<file path="config.mk">
export PLATFORM = sky130hd
export DESIGN_NAME = wishbone_stream_fifo
export DESIGN_NICKNAME = d
export VERILOG_FILES = /design/src/rtl/wishbone_stream_fifo.sv
export SDC_FILE = /design/constraint.sdc
export NUM_CORES = 1
export LEC_CHECK = 0
export BUFFER_PORTS_ARGS = -buffer_cell sky130_fd_sc_hd__buf_2
export CORE_ASPECT_RATIO = 1.2
export CORE_MARGIN = 1.5
export CORE_UTILIZATION = 45
export DETAILED_ROUTE_END_ITERATION = 7
export GPL_ROUTABILITY_DRIVEN = 1
export PLACE_DENSITY = 0.72
export SLEW_MARGIN = 25
export SYNTH_ARGS = -nofsm -noshare
export SYNTH_HDL_FRONTEND = slang
export SYNTH_SLANG_ARGS = --single-unit
export TNS_END_PERCENT = 20
</file>
<file path="constraint.sdc">
create_clock -name clk_i -period 3.82 [get_ports clk_i]
set_input_delay 0.191 -clock clk_i [delete_from_list [all_inputs] [get_ports clk_i]]
set_output_delay 0.191 -clock clk_i [all_outputs]
set_load 0.02 [all_outputs]
</file>
<file path="src/rtl/wishbone_stream_fifo.sv">
// ---------------------------------------------------------------------------
// wishbone_stream_fifo
//
// Wishbone classic device that pushes bus writes into a synchronous FIFO and
// drains the FIFO through a valid/ready stream port. Bus reads return the
// current FIFO occupancy so a controller can poll for free space.
//
// Handshakes:
//   Wishbone: a request (cyc_i & stb_i) is decided only in IDLE. The response
//   (ack_o, or rty_o when enabled) is registered and lasts exactly one cycle
//   in RESP, after which the FSM always returns to IDLE. A request still high
//   in RESP is treated as a new cycle once back in IDLE.
//   Stream: a beat transfers on every rising edge where m_valid_o and
//   m_ready_i are both high. m_valid_o may not depend on m_ready_i.
//
// Optional feature (macro WB_FIFO_RTY_EN):
//   defined   - a write to a full FIFO is answered with a one-cycle rty_o
//               and nothing is pushed.
//   undefined - a write to a full FIFO is held with wait states until space
//               frees up; rty_o is tied 0.
//
// Ports:
//   clk_i, rst_i        clock, synchronous active-high reset
//   cyc_i, stb_i, we_i  Wishbone cycle, strobe, write enable
//   dat_i               write data (pushed into FIFO)
//   ack_o, err_o, rty_o registered acknowledge, error (tied 0), retry
//   dat_o               read data (occupancy) while ack_o, else 0
//   m_valid_o, m_data_o stream output (FIFO head), m_ready_i consumer ready
// ---------------------------------------------------------------------------
module wishbone_stream_fifo #(
  parameter int DAT_WIDTH = 8,
  parameter int DEPTH     = 16
) (
  input  logic                 clk_i,
  input  logic                 rst_i,
  input  logic                 cyc_i,
  input  logic                 stb_i,
  input  logic                 we_i,
  input  logic [DAT_WIDTH-1:0] dat_i,
  output logic                 ack_o,
  output logic                 err_o,
  output logic                 rty_o,
  output logic [DAT_WIDTH-1:0] dat_o,
  output logic                 m_valid_o,
  output logic [DAT_WIDTH-1:0] m_data_o,
  input  logic                 m_ready_i
);

  localparam int PTR_W = $clog2(DEPTH);
  localparam int CNT_W = $clog2(DEPTH + 1);

  generate
    if ((DEPTH < 2) || ((DEPTH & (DEPTH - 1)) != 0)) begin : g_bad_depth
      $error("wishbone_stream_fifo: DEPTH must be a power of two and >= 2");
    end
    if (CNT_W > DAT_WIDTH) begin : g_bad_width
      $error("wishbone_stream_fifo: occupancy does not fit in DAT_WIDTH");
    end
  endgenerate

  typedef enum logic {
    ST_IDLE = 1'b0,
    ST_RESP = 1'b1
  } state_e;

  state_e               state_q, state_d;
  logic                 ack_q, ack_d;
  logic                 rty_q, rty_d;
  logic [DAT_WIDTH-1:0] dat_q, dat_d;
  logic [PTR_W-1:0]     wr_ptr_q, wr_ptr_d;
  logic [PTR_W-1:0]     rd_ptr_q, rd_ptr_d;
  logic [CNT_W-1:0]     count_q, count_d;
  logic [DAT_WIDTH-1:0] mem_q [DEPTH];

  logic request;
  logic full;
  logic empty;
  logic push;
  logic pop;

  assign request = cyc_i & stb_i;
  assign full    = (count_q == CNT_W'(DEPTH));
  assign empty   = (count_q == '0);
  assign pop     = ~empty & m_ready_i;

  // Bus FSM: decisions happen only in IDLE; RESP is a single response cycle.
  // Full is judged on the registered count, i.e. before this edge's pop.
  always_comb begin
    state_d = ST_IDLE;
    ack_d   = 1'b0;
    rty_d   = 1'b0;
    dat_d   = '0;
    push    = 1'b0;
    case (state_q)
      ST_IDLE: begin
        if (request) begin
          if (!we_i) begin
            state_d = ST_RESP;
            ack_d   = 1'b1;
            dat_d   = DAT_WIDTH'(count_q);
          end else if (!full) begin
            state_d = ST_RESP;
            ack_d   = 1'b1;
            push    = 1'b1;
          end else begin
`ifdef WB_FIFO_RTY_EN
            state_d = ST_RESP;
            rty_d   = 1'b1;
`else
            // Wait states: stay in IDLE and re-decide next edge.
            state_d = ST_IDLE;
`endif
          end
        end
      end
      ST_RESP: state_d = ST_IDLE;
      default: state_d = ST_IDLE;
    endcase
  end

  // FIFO bookkeeping; pointers wrap naturally because DEPTH is a power of two.
  always_comb begin
    wr_ptr_d = wr_ptr_q;
    rd_ptr_d = rd_ptr_q;
    count_d  = count_q;
    if (push) wr_ptr_d = wr_ptr_q + 1'b1;
    if (pop)  rd_ptr_d = rd_ptr_q + 1'b1;
    case ({push, pop})
      2'b10:   count_d = count_q + 1'b1;
      2'b01:   count_d = count_q - 1'b1;
      default: count_d = count_q;
    endcase
  end

  always_ff @(posedge clk_i) begin
    if (rst_i) begin
      state_q  <= ST_IDLE;
      ack_q    <= 1'b0;
      rty_q    <= 1'b0;
      dat_q    <= '0;
      wr_ptr_q <= '0;
      rd_ptr_q <= '0;
      count_q  <= '0;
    end else begin
      state_q  <= state_d;
      ack_q    <= ack_d;
      rty_q    <= rty_d;
      dat_q    <= dat_d;
      wr_ptr_q <= wr_ptr_d;
      rd_ptr_q <= rd_ptr_d;
      count_q  <= count_d;
    end
  end

  // Storage needs no reset: nothing is visible until count_q says so.
  always_ff @(posedge clk_i) begin
    if (push) mem_q[wr_ptr_q] <= dat_i;
  end

  assign ack_o     = ack_q;
  assign rty_o     = rty_q;
  assign err_o     = 1'b0;
  assign dat_o     = dat_q;
  assign m_valid_o = ~empty;
  assign m_data_o  = mem_q[rd_ptr_q];

endmodule

</file>
==> flow_summary.ini <==
[clock_tree]
ctsResizeCount = 0
clock-sinks = 151
htree_levels = 4
clock_latency_ps = 420
root_buffer = clkbuf_16
post-cts-setup-buffers = 0
cts_hold_buf = 1
cts_tree = yes
cts_buffer_depth = 2
clkTransAtPathRegs_ps = 70
cts_made_buffers = 17

[routing]
first_pass_iters = 5
drt-total-wl_mm = 11.5
drc = 0
viasPerCell = 5.58
drtAntennaViolNets = 0
drt_iter0_markers = 281
num_vias = 3135
wl_per_cell_um = 20.4

[place]
post-place-ws_ps = 926
dpl.hpwl_mm = 7.29
placed_cells = 529
port_buffers = 28
gp_congestion = 0.833

[sta]
setup_slack_ps = 880
tns_ps = 0
slew_violations = 0
hold_violations = 0
hold_ws_ps = 143
period_minus_slack_ps = 2940
finClkSkew_ps = 9.56
rsz0062_at_grt = no
tightest_slew_ps = 927
relSlewSlack = 0.380
fin_crit_sh = 0.770
clock.fmax_mhz = 340
setup_violations = 0

[finish]
fin_nets = 404
antenna_cells = 0
finalNonFillerCells = 562
final_common_cell = edfxtp_1
drive_gt1_frac = 0.264
layout.cells.most_common_list = 128 x edfxtp_1, 32 x mux4_2, 28 x buf_2
area_delta_synth_final_pct = 14.4

[critical_path]
crit_family = compound AO/OA/AOI/OAI gates
crit_fanout = 11
cpPeakStageDelay_ps = 540
ff2ff_setup_slack_ps = 880
cp_cell_sequence = nor4_4 -> a21oi_1 -> inv_1 -> ha_1 -> xor2_1 -> ha_1 -> a21oi_1 -> a221oi_2 -> or4b_1 -> nand3_1
worstPathRequired_ps = 4180
critical_path_class = reg2reg
crit_arrival_ps = 3300
endpoint_kind = register
critPathLaunchType = register
crit_buf_inv = 1
crit_slowest_cell = dfxtp_1

[die]
core_sq_um = 13200
start_util = 0.460
fp-row-count = 46
die_area_sq_um = 14200
die_height_um = 130
ios = 34
die_w_um = 109

[hold_path]
hold_class = in2reg

[run_status]
status = finished clean

[job]
drv_cap = 0

[synth]
syn_inst = 346
async_reset_ff_frac = 0
synth_cell_type_count = 45
avgSynthCellArea_sq_um = 17.5
yosysWarnings = 0
yosys_most_used_dff = edfxtp_1
synth_seq_area_share = 0.710
synth_seq_cells = 151
netlist_area_sq_um = 6060
synth_edf_count = 128

[global_route]
grt_max_degree = 33
grt_overflow_total = 0
antenna_found_initial = 0
grt_pass1_vias = 3211
grt_use_total = 0.178
grt_pass1_wl_mm = 18.0

[power]
total_power_mw = 4.38
p_leak_nw = 2.32
ir_drop_mv = 0.441
powerDensity_nw_per_um2 = 631
[registers in the layout, summed over array words and instances (netlist names), named ones only]
| name | count |
|---|---|
| count_q | 5 |
| dat_o | 5 |
| mem_q | 128 |
| rd_ptr_q | 4 |
| state_q | 1 |
| wr_ptr_q | 4 |
[through the flow]
| stage | utilization | cell area (sq um) |
|---|---|---|
| 3_5_place_dp | 0.482 | 6350 |
| 5_1_grt | 0.526 | 6940 |
| 6_report | 0.526 | 6940 |
| 3_3_place_gp | 0.482 | 6350 |
| 4_1_cts | 0.526 | 6940 |
| 2_1_floorplan | - | 6080 |
[final cells by class]
| type | count | area [sq um] |
|---|---|---|
| Sequential cell | 151 | 4310 |
| Multi-Input combinational cell | 168 | 1610 |
| Inverter | 7 | 26.3 |
| Clock buffer | 17 | 425 |
| Timing Repair Buffer | 36 | 203 |
| Fill cell | 1043 | 6240 |
| Clock inverter | 15 | 156 |
| Tap cell | 168 | 210 |
[path summary, 6_finish.rpt]
check | start | end | depth (start not counted)
setup reg to reg | count_q[2] | count_q[4] | 10
hold / removal | rst_i | count_q[1] | 2
hold reg to reg | rd_ptr_q[3] | rd_ptr_q[3] | 2
setup / recovery | count_q[2] | count_q[4] | 10
[cells in the mapped netlist (2+ instances only)]
| master | n | area share |
|---|---|---|
| a21oi_1 | 3 | 0.0025 |
| a22oi_1 | 16 | 0.020 |
| and2_1 | 5 | 0.0052 |
| buf_1 | 4 | 0.0025 |
| buf_2 | 3 | 0.0025 |
| buf_4 | 7 | 0.0087 |
| buf_6 | 2 | 0.0037 |
| clkbuf_1 | 8 | 0.0050 |
| dfxtp_1 | 23 | 0.076 |
| edfxtp_1 | 128 | 0.63 |
| ha_1 | 9 | 0.019 |
| inv_1 | 7 | 0.0043 |
| mux2i_1 | 3 | 0.0050 |
| mux4_2 | 32 | 0.12 |
| nand2_1 | 18 | 0.011 |
| nand2b_1 | 3 | 0.0031 |
| nand3_1 | 3 | 0.0025 |
| nand4b_1 | 2 | 0.0029 |
| nor2_1 | 26 | 0.016 |
| nor2b_1 | 2 | 0.0021 |
| nor3_1 | 7 | 0.0058 |
| nor3b_1 | 2 | 0.0025 |
| o211ai_1 | 2 | 0.0025 |
| o21ai_0 | 2 | 0.0017 |
| or3_1 | 2 | 0.0021 |
| xnor2_1 | 3 | 0.0043 |
| xor2_1 | 6 | 0.0087 |
[report_power, final]
part	switching (mW)	total [mW]	internal (mW)
Clock	0.714	1.64	0.925
Combinational	0.430	0.818	0.388
Sequential	0.0896	1.92	1.83
Total	1.23	4.38	3.15
[per-layer routing]
metal | vias up | wire length, um | GRT usage | part of all wire
li1 | 1423 | - | - | -
met1 | 1583 | 4640 | 0.219 | 0.40
met2 | 107 | 5920 | 0.294 | 0.52
met4 | 0 | 288 | 0.0890 | 0.025
met5 | - | 0 | 0 | 0
met3 | 22 | 619 | 0.0430 | 0.054
[cell families (layout without fill, tap and decap cells)]
group | after synthesis | count (layout) | share of synthesized area
AO/OA/AOI/OAI | 31 | 31 | 0.0392
XOR/XNOR | 9 | 9 | 0.0130
adder cells (fa/ha/maj) | 9 | 9 | 0.0186
buffers and inverters | 31 | 75 | 0.0266
flip-flops | 151 | 151 | 0.710
multiplexers | 35 | 35 | 0.124
other | 1 | 5 | 0.000618
AND/OR/NAND/NOR | 79 | 79 | 0.0683
(Power assumes the default switching activity.)
